<file path="src/rtl/hmsg_rr_merge.sv">
// Two-input round-robin merge onto one NS output channel with a one-entry
// store-and-forward buffer and two-phase toggle handshakes on every link.

package hmsg_pkg;
  parameter int NS_ADDRESS_SIZE = 8;
  parameter int NS_DATA_SIZE    = 32;
  parameter int NS_REDUN_SIZE   = 8;
endpackage

module hmsg_rr_merge
  import hmsg_pkg::*;
#(
  parameter int ASZ = NS_ADDRESS_SIZE,
  parameter int DSZ = NS_DATA_SIZE,
  parameter int RSZ = NS_REDUN_SIZE
) (
  input  logic           gch_clk,
  input  logic           gch_reset,
  output logic           gch_ready,
  input  logic [ASZ-1:0] rcv0_src,
  input  logic [ASZ-1:0] rcv0_dst,
  input  logic [DSZ-1:0] rcv0_dat,
  input  logic [RSZ-1:0] rcv0_red,
  input  logic           rcv0_req_in,
  output logic           rcv0_ack_out,
  input  logic [ASZ-1:0] rcv1_src,
  input  logic [ASZ-1:0] rcv1_dst,
  input  logic [DSZ-1:0] rcv1_dat,
  input  logic [RSZ-1:0] rcv1_red,
  input  logic           rcv1_req_in,
  output logic           rcv1_ack_out,
  output logic [ASZ-1:0] snd0_src,
  output logic [ASZ-1:0] snd0_dst,
  output logic [DSZ-1:0] snd0_dat,
  output logic [RSZ-1:0] snd0_red,
  output logic           snd0_req_out,
  input  logic           snd0_ack_in
);

  typedef enum logic [0:0] {
    ST_IDLE = 1'b0,
    ST_SEND = 1'b1
  } state_e;

  state_e         state_q, state_d;
  logic           rdy_q,   rdy_d;
  logic           ack0_q,  ack0_d;
  logic           ack1_q,  ack1_d;
  logic           req_q,   req_d;
  logic           pri_q,   pri_d;
  logic [ASZ-1:0] src_q,   src_d;
  logic [ASZ-1:0] dst_q,   dst_d;
  logic [DSZ-1:0] dat_q,   dat_d;
  logic [RSZ-1:0] red_q,   red_d;

  logic           pend0_s;
  logic           pend1_s;
  logic           gnt1_s;

  // Request detection and round-robin winner select
  always_comb begin
    pend0_s = rcv0_req_in ^ ack0_q;
    pend1_s = rcv1_req_in ^ ack1_q;
    // Input 1 wins when it is alone, or when both pend and it holds priority
    gnt1_s  = pend1_s & (~pend0_s | pri_q);
  end

  // Next-state logic: ready bring-up, grant in IDLE, wait for consumer in SEND
  always_comb begin
    state_d = state_q;
    rdy_d   = rdy_q;
    ack0_d  = ack0_q;
    ack1_d  = ack1_q;
    req_d   = req_q;
    pri_d   = pri_q;
    src_d   = src_q;
    dst_d   = dst_q;
    dat_d   = dat_q;
    red_d   = red_q;

    if (!rdy_q) begin
      rdy_d = 1'b1;
    end else begin
      case (state_q)
        ST_IDLE: begin
          if (pend0_s | pend1_s) begin
            if (gnt1_s) begin
              src_d  = rcv1_src;
              dst_d  = rcv1_dst;
              dat_d  = rcv1_dat;
              red_d  = rcv1_red;
              ack1_d = ~ack1_q;
            end else begin
              src_d  = rcv0_src;
              dst_d  = rcv0_dst;
              dat_d  = rcv0_dat;
              red_d  = rcv0_red;
              ack0_d = ~ack0_q;
            end
            req_d   = ~req_q;
            pri_d   = ~gnt1_s;
            state_d = ST_SEND;
          end else begin
            state_d = ST_IDLE;
          end
        end
        ST_SEND: begin
          if (snd0_ack_in == req_q) begin
            state_d = ST_IDLE;
          end else begin
            state_d = ST_SEND;
          end
        end
        default: begin
          state_d = ST_IDLE;
        end
      endcase
    end
  end

  // State and message registers; reset discards any buffered message
  always_ff @(posedge gch_clk or negedge gch_reset) begin
    if (!gch_reset) begin
      state_q <= ST_IDLE;
      rdy_q   <= 1'b0;
      ack0_q  <= 1'b0;
      ack1_q  <= 1'b0;
      req_q   <= 1'b0;
      pri_q   <= 1'b0;
      src_q   <= {ASZ{1'b0}};
      dst_q   <= {ASZ{1'b0}};
      dat_q   <= {DSZ{1'b0}};
      red_q   <= {RSZ{1'b0}};
    end else begin
      state_q <= state_d;
      rdy_q   <= rdy_d;
      ack0_q  <= ack0_d;
      ack1_q  <= ack1_d;
      req_q   <= req_d;
      pri_q   <= pri_d;
      src_q   <= src_d;
      dst_q   <= dst_d;
      dat_q   <= dat_d;
      red_q   <= red_d;
    end
  end

  assign gch_ready    = rdy_q;
  assign rcv0_ack_out = ack0_q;
  assign rcv1_ack_out = ack1_q;
  assign snd0_req_out = req_q;
  assign snd0_src     = src_q;
  assign snd0_dst     = dst_q;
  assign snd0_dat     = dat_q;
  assign snd0_red     = red_q;

endmodule

</file>
<file path="config.mk">
export PLATFORM = sky130hd
export DESIGN_NAME = hmsg_rr_merge
export DESIGN_NICKNAME = d
export VERILOG_FILES = /design/src/rtl/hmsg_rr_merge.sv
export SDC_FILE = /design/constraint.sdc
export NUM_CORES = 1
export LEC_CHECK = 0
export CAP_MARGIN = 20
export CORE_ASPECT_RATIO = 1.75
export CORE_MARGIN = 2
export CORE_UTILIZATION = 33
export CTS_CLUSTER_DIAMETER = 40
export CTS_CLUSTER_SIZE = 10
export DETAILED_ROUTE_END_ITERATION = 7
export GPL_ROUTABILITY_DRIVEN = 0
export HOLD_SLACK_MARGIN = 0.1
export PLACE_DENSITY = 0.77
export SYNTH_ARGS = -nofsm -noshare
export SYNTH_HDL_FRONTEND = slang
export SYNTH_SLANG_ARGS = --single-unit
</file>
<file path="constraint.sdc">
create_clock -name gch_clk -period 1.45 [get_ports gch_clk]
set_input_delay 0.29 -clock gch_clk [delete_from_list [all_inputs] [get_ports gch_clk]]
set_output_delay 0.29 -clock gch_clk [all_outputs]
set_load 0.05 [all_outputs]
</file>
# Yosys cells after proc, flatten, opt, wreduce, memory -nomap -nowiden
# Index checks and enable logic that the tools add are counted.
# W data, S select, Z words.
# classes
n_reduce_logical	3
n_eq_ne	1
n_bitwise	11
n_mux	7
# op_table
op	count
$mux W32	1
$mux W8	3
$reduce_and A4 Y1	2
$not A1 Y1	6
$reduce_and A3 Y1	1
$mux W1	2
$or A1 B1 Y1	2
$pmux W1 S2	1
$xor A1 B1 Y1	2
$and A1 B1 Y1	1
$eq A1 B1 Y1	1
# word_totals
out_inout_bits	60
wordCells	32
register_bits	62

# Longest topological paths before layout
# Gate-level depths: netlist (run 1).
# logic_depth
depth_word	6
mapped_depth	6
mapped_depth_nobuf	4

# Worst setup path after synthesis (run 1)
# Ideal clock, no wire load.
# synth_timing
path_kind	reg2reg
startpoint	register ack0_q, in the netlist rcv0_ack_out
endpoint	register dat_q[0], in the netlist snd0_dat[0]
arrival_time_ps	1583
stages_incl_launch_ff	7
setup_ps	82
setup_slack_ps	-215
period_less_slack_ps	1665
cell_sequence	dfrtp_1 xor2_1 a21oi_1 buf_4 buf_2 nand2_1 a31oi_1
# synth_via
elab_chain_cells	5
word_cells_on_any_way	7
# synth_rtl
element	line	text
from (decl)	47	logic ack0_q, ack0_d;
from (signal assigned)	137	ack0_q <= ack0_d;
$xor A1 B1 Y1 *	62	pend0_s = rcv0_req_in ^ ack0_q;
$not A1 Y1	65	gnt1_s = pend1_s & (~pend0_s | pri_q);
$or A1 B1 Y1	65	
$and A1 B1 Y1	65	
$mux W32	87	if (gnt1_s) begin
to (signal assigned)	132	dat_q <= {DSZ{1'b0}};
to (signal assigned)	143	dat_q <= dat_d;
to (decl)	53	logic [DSZ-1:0] dat_q, dat_d;
# Mark *: on every way between the ends. The rest lies on a longest branch, timed or not.
# A chain may end at the register's enable or synchronous reset.

# Worst setup path after layout (run 1)
# layout_timing
startpoint	register ack0_q, in the netlist rcv0_ack_out
endpoint	register src_q[4], in the netlist snd0_src[4]
# layout_via
elab_chain_cells	5
word_cells_on_any_way	7
# layout_rtl
element	line	text
$xor A1 B1 Y1 *	62	
$not A1 Y1	65	
$or A1 B1 Y1	65	
$and A1 B1 Y1	65	
$mux W8	87	
to (signal assigned)	130	src_q <= {ASZ{1'b0}};
to (signal assigned)	141	src_q <= src_d;
to (decl)	51	logic [ASZ-1:0] src_q, src_d;
# Marked as above.

==> results of run 1 <==
==> final timing paths <==
| check | start | to | slack [ns] | depth (start not counted) |
|---|---|---|---|---|
| setup / recovery | rcv0_ack_out | snd0_src[4] | -0.11 | 6 |
| hold / removal | gch_reset | snd0_src[1] | 0.50 | 3 |
| setup reg to reg | rcv0_ack_out | snd0_src[4] | -0.11 | 6 |
| hold reg to reg | state_q | state_q | 0.50 | 1 |
| max in group asynchronous | gch_reset | gch_ready | 0.66 | 3 |
| min in group gch_clk | state_q | state_q | 0.50 | 1 |
==> registers in the layout, summed over array words and instances (netlist names) <==
signal	cells
gch_ready	1
pri_q	1
rcv0_ack_out	1
rcv1_ack_out	1
snd0_dat	32
snd0_dst	8
snd0_red	8
snd0_req_out	1
snd0_src	8
state_q	1
==> final cells by class <==
type / instances / area, sq um / area share
flip-flops and latches: 62 / 1560 / 0.253
inverters: 1 / 3.75 / 0.000611
well taps: 92 / 115 / 0.0187
clock inverters: 3 / 65.1 / 0.0106
clock buffers: 13 / 270 / 0.0440
multi-input cells: 241 / 1210 / 0.198
repair buffers: 213 / 2920 / 0.475
==> placed cells by master (no fill, tap or decap), types with 2 or more instances in the layout <==
cell type,n
buf_6,5
clkdlybuf4s50_1,113
dlygate4sd2_1,2
dfrtp_1,59
buf_8,2
nor2_2,7
xnor2_1,2
buf_12,70
nor2_1,49
clkbuf_8,3
a21oi_4,2
a31oi_1,56
buf_4,12
clkbuf_16,15
nand2_1,104
bufinv_16,2
dfrtp_2,3
nand2_2,10
==> synth_stat cells, drive strengths merged <==
master	number
nand2	114
dfrtp	62
xor2	2
nand2b	1
o21ai	1
xnor2	4
nor2	56
conb	1
clkbuf	1
a21oi	3
buf	23
mux2	1
a21o	2
inv	1
a31oi	56
==> timing repair <==
action / 4_1_cts / 5_1_grt
gates resized for setup: 10 / 21
setup buffers: 1 / 3
pin swaps: 7 / 32
hold endpoints to repair: 62 / 0
endpoints found under the setup margin: 56 / 58
hold buffers: 1 / 0
cloned: 1 / 8
==> stage by stage <==
stage	worst slack, ns	hold WS (ns)
final	-0.111	0.498
after global routing	-0.137	0.509
after CTS	-0.0242	0.495
after detailed placement	-0.465	0.330
after global placement	-0.367	0.322
after floorplan	-0.00249	-0.00559
==> kinds of logic after synthesis <==
group / Yosys count / synth area share
buffers and inverters: 25 / 0.0544
DFF: 62 / 0.553
other: 1 / 0.00134
xor gates and xnor gates: 6 / 0.0187
muxes: 1 / 0.00401
and+or+nand+nor: 171 / 0.230
AOI/OAI and AO/OA: 62 / 0.139
==> critical path: cells and delay by family (launching register included) <==
kind,cells,cell delay (ns)
flops,1,0.47
compound gates,2,0.44
buf+inv,2,0.29
xor+xnor,1,0.19
simple gates,1,0.07
==> power groups by stage <==
stage	Sequential [mW]	Clock, mW	Combinational (mW)
6_report	3.59	2.38	11.8
5_1_grt	3.69	2.50	12.3
4_1_cts	3.57	2.41	10.9
3_5_place_dp	3.58	0	10.5
3_3_place_gp	3.53	0	10.3
2_1_floorplan	5.99	0	2.69
==> layer usage <==
| metal | GRT usage | up-vias |
|---|---|---|
| li1 | - | 1490 |
| met1 | 0.214 | 1552 |
| met2 | 0.404 | 152 |
| met3 | 0.0384 | 36 |
| met4 | 0.134 | 0 |
| met5 | 0 | - |
==> reports/qor.yml, run 1 <==
drt:
  antenna_left: 0
  met1Wirelength_microns: 3680
  wl_met3_microns: 516
  vias: 3230
  met2_length_microns: 6140
  dr.first_iter.drc_count: 157
  via_per_inst: 5.17
  wl_per_cell_microns: 17.4
  wirelength_microns: 10900
  drt_pass1_iterations: 4
  drc_errors: 0
  dr.max_layer_used: "met4"
floorplanning:
  row_count: 44
  die_w_microns: 73.7
  die_area_sq_mm: 0.00928
  core_sq_mm: 0.00826
  start_util: 0.340
  die_y_microns: 126
  io_pins: 177
worst_setup_path:
  required_ns: 1.68
  critPathLaunchType: "flip-flop"
  path_max_fanout: 5
  crit_chain: "xor2_4 -> a21oi_4 -> buf_6 -> buf_6 -> nand2_1 -> a31oi_1"
  cp_data_arrival_time_ns: 1.79
  path_common_cell: "buf_6"
  cp_slowest_cell: "dfrtp_2"
  critPathCaptureType: "flip-flop"
  critical_path_class: "reg2reg"
  critPathMaxStageDelay_ns: 0.47
placement:
  placedInstanceArea_sq_mm: 0.00547
  placed_cells: 595
  dpl.hpwl_microns: 7350
  numPortBuffers: 176
cts:
  cts_buffers: 9
  clk_pin_slew_ns: 0.06
  insertion_delay_ns: 0.33
  cts_buffer_depth: 2
  numClockSinks: 62
  htreeDepth: 3
  tritoncts: "built"
  root_buffer: "clkbuf_16"
timing:
  fmax_mhz: 641
  fin_crit_ns: 1.56
  rsz0062_at_grt: "true"
  clock_skew_ns: 0.00512
  final.period_utilization: 1.08
  finalSetupViolCount: 30
  final-hold-violation-count: 0
  final_max_slew_viol_count: 0
  tns_ns: -0.495
  setup_ws_ns: -0.111
finish:
  layout-drive-gt1-share: 0.261
  fin_nets: 645
  syn2layout_area_growth_pct: 119
  n_fill_cell: 550
  diodes: 0
  fin_util: 0.744
  final_cells: 625
  fin_area_sq_mm: 0.00614
logic_synthesis:
  syn_area_sq_mm: 0.00281
  syn_area_per_cell_sq_um: 8.55
  syn_inst: 328
  synth.top_cell.area_share: 0.553
  synth_area_leaders: "dfrtp_1, nand2_1, a31oi_1"
  yosysUniqueCellTypes: 18
  yosys.area.top_type: "dfrtp_1"
  ys_ff_latch: 62
  synth_nets: 445
  yosys_warnings: 0
  synth.yosys.seq_area_share: 0.553
power:
  sw_frac_of_total: 0.432
  total_power_mw: 17.8
  ir_worst_vdd_v: 0.00171
  power_density_mw_per_mm2: 2890
  power_switching_mw: 7.67
  p_clk_frac: 0.134
  pwr-share-seq: 0.202
  p_leak_nw: 2.67
  internal-power_mw: 10.1
  combPwrFrac: 0.664
global_routing:
  grt_pass1_wl_microns: 15400
  grt_pass1_vias: 3222
  grt_usage: 0.219
  grt_overflow: 0
  antenna_found_initial: 0
  grt_max_degree: 63
outcome:
  violations: "negative setup slack"
  status: "finished with violations"
hold_path:
  min_path_type: "in2async"
flow_run:
  drv_cap: 0
No activity file was read; power rests on OpenSTA's default activity.
==> inputs of run 2 (changes only) <==
ABC_CLOCK_PERIOD_IN_PS = 1450   (was not set)
GPL_ROUTABILITY_DRIVEN = not set   (was 0)
==> results of run 2 <==
The final DEF is identical to that of run 1; final timing and power are the same.
